## src/rtl/sequenciador_mux_pkg.sv

```systemverilog
// ---------------------------------------------------------------------------
// sequenciador_mux_pkg
// Shared definitions for the two-channel output sequencer and its bench:
//   - estado_t      : FSM state encoding (OCIOSO / APRESENTA_A / APRESENTA_B)
//   - LARGURA_PADRAO: default data word width of both channels and the mux
// ---------------------------------------------------------------------------
package sequenciador_mux_pkg;

    localparam int LARGURA_PADRAO = 32;

    typedef enum logic [1:0] {
        OCIOSO      = 2'd0,
        APRESENTA_A = 2'd1,
        APRESENTA_B = 2'd2
    } estado_t;

endpackage

```

## src/rtl/registro_canal.sv

```systemverilog
// ---------------------------------------------------------------------------
// registro_canal
// One-word holding register with full flag and ready/valid input handshake.
// Ports:
//   Clock, Reset   : system clock, asynchronous active-high reset
//   dado, valido   : incoming word and its valid strobe
//   drenar         : the sequencer is consuming this register on this edge
//   pronto         : register can accept a word this cycle
//   registro       : held word (drives the mux input directly)
//   cheioProximo   : full flag as it will be after this edge (load/drain applied)
// ---------------------------------------------------------------------------
module registro_canal
    import sequenciador_mux_pkg::*;
#(
    parameter int LARGURA = LARGURA_PADRAO
) (
    input  logic               Clock,
    input  logic               Reset,
    input  logic [LARGURA-1:0] dado,
    input  logic               valido,
    input  logic               drenar,
    output logic               pronto,
    output logic [LARGURA-1:0] registro,
    output logic               cheioProximo
);

    logic cheio;
    logic carga;

    // A draining register may be refilled on the same edge, so a full
    // register still reports ready while it is being consumed.
    assign pronto       = ~Reset & (~cheio | drenar);
    assign carga        = valido & pronto;
    assign cheioProximo = carga | (cheio & ~drenar);

    always_ff @(posedge Clock or posedge Reset) begin
        if (Reset) begin
            registro <= '0;
            cheio    <= 1'b0;
        end else begin
            if (carga) begin
                registro <= dado;
            end
            cheio <= cheioProximo;
        end
    end

endmodule

```

## src/rtl/sequenciador_mux.sv

```systemverilog
// ---------------------------------------------------------------------------
// sequenciador_mux
// Collects words from two ready/valid channels (A, B) into holding registers
// and sequences them onto an external 2:1 mux, round-robin when both wait.
// Ports:
//   Clock, Reset              : system clock, asynchronous active-high reset
//   dadoA/validoA/prontoA     : channel A input handshake
//   dadoB/validoB/prontoB     : channel B input handshake
//   entradaA, entradaB        : holding registers, wired to the mux inputs
//   controle                  : mux select (0 = A, 1 = B)
//   saida_valida/saida_pronto : output handshake of the mux word
//   contador                  : completed output transfers, wraps 255 -> 0
// ---------------------------------------------------------------------------
module sequenciador_mux
    import sequenciador_mux_pkg::*;
#(
    parameter int LARGURA = LARGURA_PADRAO
) (
    input  logic               Clock,
    input  logic               Reset,
    input  logic [LARGURA-1:0] dadoA,
    input  logic               validoA,
    output logic               prontoA,
    input  logic [LARGURA-1:0] dadoB,
    input  logic               validoB,
    output logic               prontoB,
    output logic [LARGURA-1:0] entradaA,
    output logic [LARGURA-1:0] entradaB,
    output logic               controle,
    output logic               saida_valida,
    input  logic               saida_pronto,
    output logic [7:0]         contador
);

    estado_t estadoReg;
    estado_t estadoNext;
    logic    ultimoFoiB;      // last completed transfer came from channel B
    logic    ultimoFoiBNext;
    logic    transferencia;
    logic    drenarA;
    logic    drenarB;
    logic    cheioProxA;
    logic    cheioProxB;

    assign transferencia = saida_valida & saida_pronto;
    assign drenarA       = transferencia & (estadoReg == APRESENTA_A);
    assign drenarB       = transferencia & (estadoReg == APRESENTA_B);

    registro_canal #(.LARGURA(LARGURA)) canalA (
        .Clock        (Clock),
        .Reset        (Reset),
        .dado         (dadoA),
        .valido       (validoA),
        .drenar       (drenarA),
        .pronto       (prontoA),
        .registro     (entradaA),
        .cheioProximo (cheioProxA)
    );

    registro_canal #(.LARGURA(LARGURA)) canalB (
        .Clock        (Clock),
        .Reset        (Reset),
        .dado         (dadoB),
        .valido       (validoB),
        .drenar       (drenarB),
        .pronto       (prontoB),
        .registro     (entradaB),
        .cheioProximo (cheioProxB)
    );

    // Next state is decided from the full flags as they stand after this
    // edge's loads and drains; while a word waits on backpressure nothing moves.
    always_comb begin
        estadoNext     = estadoReg;
        ultimoFoiBNext = ultimoFoiB;
        if (transferencia) begin
            ultimoFoiBNext = (estadoReg == APRESENTA_B);
        end
        if ((estadoReg == OCIOSO) || transferencia) begin
            case ({cheioProxA, cheioProxB})
                2'b10:   estadoNext = APRESENTA_A;
                2'b01:   estadoNext = APRESENTA_B;
                2'b11:   estadoNext = ultimoFoiBNext ? APRESENTA_A : APRESENTA_B;
                default: estadoNext = OCIOSO;
            endcase
        end
    end

    // Outputs are registered from the next state so they line up with estadoReg.
    always_ff @(posedge Clock or posedge Reset) begin
        if (Reset) begin
            estadoReg    <= OCIOSO;
            ultimoFoiB   <= 1'b1;
            saida_valida <= 1'b0;
            controle     <= 1'b0;
            contador     <= 8'd0;
        end else begin
            estadoReg    <= estadoNext;
            ultimoFoiB   <= ultimoFoiBNext;
            saida_valida <= (estadoNext != OCIOSO);
            controle     <= (estadoNext == APRESENTA_B);
            if (transferencia) begin
                contador <= contador + 8'd1;
            end
        end
    end

endmodule

```

## config.mk

```make
export PLATFORM = sky130hd
export DESIGN_NAME = sequenciador_mux
export DESIGN_NICKNAME = d
export VERILOG_FILES = /design/src/rtl/sequenciador_mux_pkg.sv /design/src/rtl/registro_canal.sv /design/src/rtl/sequenciador_mux.sv
export SDC_FILE = /design/constraint.sdc
export NUM_CORES = 1
export LEC_CHECK = 0
export CAP_MARGIN = 20
export CORE_ASPECT_RATIO = 0.9
export CORE_MARGIN = 2
export CORE_UTILIZATION = 62
export DETAILED_ROUTE_END_ITERATION = 8
export DONT_BUFFER_PORTS = 1
export PLACE_DENSITY_LB_ADDON = 0.2
export SLEW_MARGIN = 20
export SYNTH_ARGS = -nofsm -noshare
export SYNTH_HDL_FRONTEND = slang
export SYNTH_SLANG_ARGS = --single-unit
```

## constraint.sdc

```tcl
create_clock -name Clock -period 3.65 [get_ports Clock]
set_input_delay 0.73 -clock Clock [delete_from_list [all_inputs] [get_ports Clock]]
set_output_delay 0.73 -clock Clock [all_outputs]
set_load 0.1 [all_outputs]
```

==> metrics <==
synth top area cells dfrtp_1, mux2_4, mux2_2, mux2_1, buf_12; reg2reg path depth 5; I/O pin count 145; top-area cell type share of the netlist area 59.6%; max-slew violations 0; crit path launch type flip-flop; synth warn 0; crit path capture type primary output; final net count 288; fin crit share 76.6%; RD Place Congestion 0.804; WL/cell 20.4 µm; Critical R2R Capture canalA.registro[30]$_DFFE_PP0P_; Die H 73.0 µm; worst reg2reg startpoint saida_valida$_DFF_PP0_; Setup crit end prontoA; Worst Path Arrival 2.07 ns; GRT overflow 0; Total GRT Usage 20.8%; clk_skew 0.00690 ns; Setup Viol. Count Final 0; fraction of final layout cells sized beyond drive strength 1 40.8%; # diodes 0; Min Hold Slack 0.479 ns; routed vias 1678; met2 Use GR 33.0%; Largest stage delay, worst path 0.41 ns; setup total negative slack 0 ns; Syn Inst Count 206; first-pass GRT wire length 9020 µm; largest area contributor in the netlist dfrtp_1; worst-skew pair later-pin latency 0.34 ns; clk root buf clkbuf_8; crit path max fanout 12; met3 GRT Util 7.67%; Initial Util 63.5%; Final min period 2.80 ns; most numerous cell on the critical path buf_4; Fmax achieved 358 MHz; Syn Nets 276; die width 80.6 µm; # rows 25; vias in the first global route 1712; GRT met1 Usage 26.8%; worst min path class flip-flop to flip-flop; Longest Clk Path Bufs 2; H-tree depth 3; RSZ-0062 raised after global routing no; DRT antenna net count 0; Area Overhead vs Synth 9.20%; CTS tree built; drt via density 5.79; fillers 357; Core ar. 5160 µm²; synthesized area 3280 µm²; slowest CP cell o31a_4; Max-cap violations 0; CTS sink cnt 79; total wire length 5910 µm; commonest cells after routing, fill and taps aside dfrtp_1, mux2_4, mux2_2; crit-path cells buf_4, nand2_1, o31a_4, nor2_2, buf_4; clk slew on worst S/H paths 0.08 ns; worst setup path category flip-flop to primary output; Worst R2R Setup Slack 1.18 ns; number of DRC markers in iteration 0 91; largest net degree at the start of global routing 81; Post-CTS Resized 0; Slew headroom 33.0%; Slew @ Worst Pin 1.00 ns; final hold violations 0; post-synth cell types 34; Post-Syn Area per Cell 15.9 µm²; Top Usage Layer GRT met2; IO buf count 0; DRC violations left 0; critical path startpoint saida_valida$_DFF_PP0_; register area share after synthesis 60.4%; die area 5880 µm²; post-DP HPWL 4310 µm; hold_buf cts 0; most common cell after layout, fill and taps aside dfrtp_1; CTS Buf Count 9; Post CTS Setup Buffer Count 0; Worst EP required 2.92 ns; status finished clean; DRT Pass-1 Iters 5; Seq cells post-synth 79; initial antenna violation count 0
==> flip-flops by register name (all words and copies together) (netlist names) <==
name / flops
canalA.cheio: 1
canalA.registro: 32
canalB.registro: 32
saida_valida: 1
controle: 1
estadoReg: 2
contador: 8
ultimoFoiB: 1
canalB.cheio: 1
==> synth_stat cells (all sizes together) <==
master	number
xnor2	4
o221ai	1
nor3	1
dfstp	1
nand3	2
o31a	1
nand2b	2
nand2	11
buf	6
o22ai	2
xor2	3
nor2	7
o21ai	2
nand3b	1
o211ai	1
clkbuf	1
and2	2
nor2b	1
inv	5
dfrtp	78
nand4	1
a22o	1
mux2	64
a211oi	1
a21oi	3
ha	1
a22oi	2
nand4b	1
==> cell families (layout without fill, tap and decap cells) <==
| kind of cell | Yosys count | after routing | synth area share (%) |
|---|---|---|---|
| multiplexers | 64 | 64 | 25.4 |
| XOR/XNOR | 7 | 7 | 1.87 |
| flip-flops | 79 | 79 | 60.4 |
| AO/OA/AOI/OAI | 14 | 14 | 3.17 |
| adder cells (fa/ha/maj) | 1 | 1 | 0.382 |
| AND/OR/NAND/NOR | 29 | 29 | 5.23 |
| buffers and inverters | 12 | 29 | 3.55 |
==> worst max-delay path: cells and delay by family (launching register included) <==
| family | cells | cell delay [ns] |
|---|---|---|
| buffers and inverters | 2 | 0.58 |
| AO/OA/AOI/OAI | 1 | 0.41 |
| AND/OR/NAND/NOR | 2 | 0.41 |
| flip-flops | 1 | 0.32 |
==> stage by stage <==
stage | util, % | worst slack [ns] | std cells | area [µm²]
after floorplan | - | 0.174 | 206 | 3280
after global placement | 64.6 | 1.23 | 274 | 3330
after detailed placement | 64.6 | 1.14 | 274 | 3330
after CTS | 69.3 | 0.855 | 290 | 3580
after global routing | 69.3 | 0.748 | 290 | 3580
final | 69.3 | 0.854 | 290 | 3580
==> how the worst min path moves through the flow <==
stage | depth (start not counted) | start | endpoint | slack, ns
6_report | 1 | contador[0]$_DFFE_PP0P_ | contador[0]$_DFFE_PP0P_ | 0.48
5_1_grt | 1 | dadoA[0] | canalA.registro[0]$_DFFE_PP0P_ | 0.51
4_1_cts | 1 | contador[0]$_DFFE_PP0P_ | contador[0]$_DFFE_PP0P_ | 0.48
3_5_place_dp | 1 | contador[0]$_DFFE_PP0P_ | contador[0]$_DFFE_PP0P_ | 0.47
3_3_place_gp | 1 | contador[0]$_DFFE_PP0P_ | contador[0]$_DFFE_PP0P_ | 0.47
2_1_floorplan | 2 | ultimoFoiB$_DFF_PP1_ | ultimoFoiB$_DFF_PP1_ | 0.45
==> cell type report <==
type                    count  area [µm²]  area share [%]
clock buffers              11         141            3.95
clock inverters             5         105            2.94
inverters                   5        22.5           0.629
multi-input cells         115        1190            33.2
flip-flops and latches     79        1980            55.3
well taps                  67        83.8            2.34
repair buffers              8        60.1            1.68
==> metal layers <==
metal,share of wire [%],vias up
met3,9.1,6
met1,39,838
li1,-,745
met4,1.1,0
met2,51,89
met5,0,-
Power is left out: the tool's default activity adds up to more than one toggle a clock period on the data nets, which glitch-free logic cannot reach.
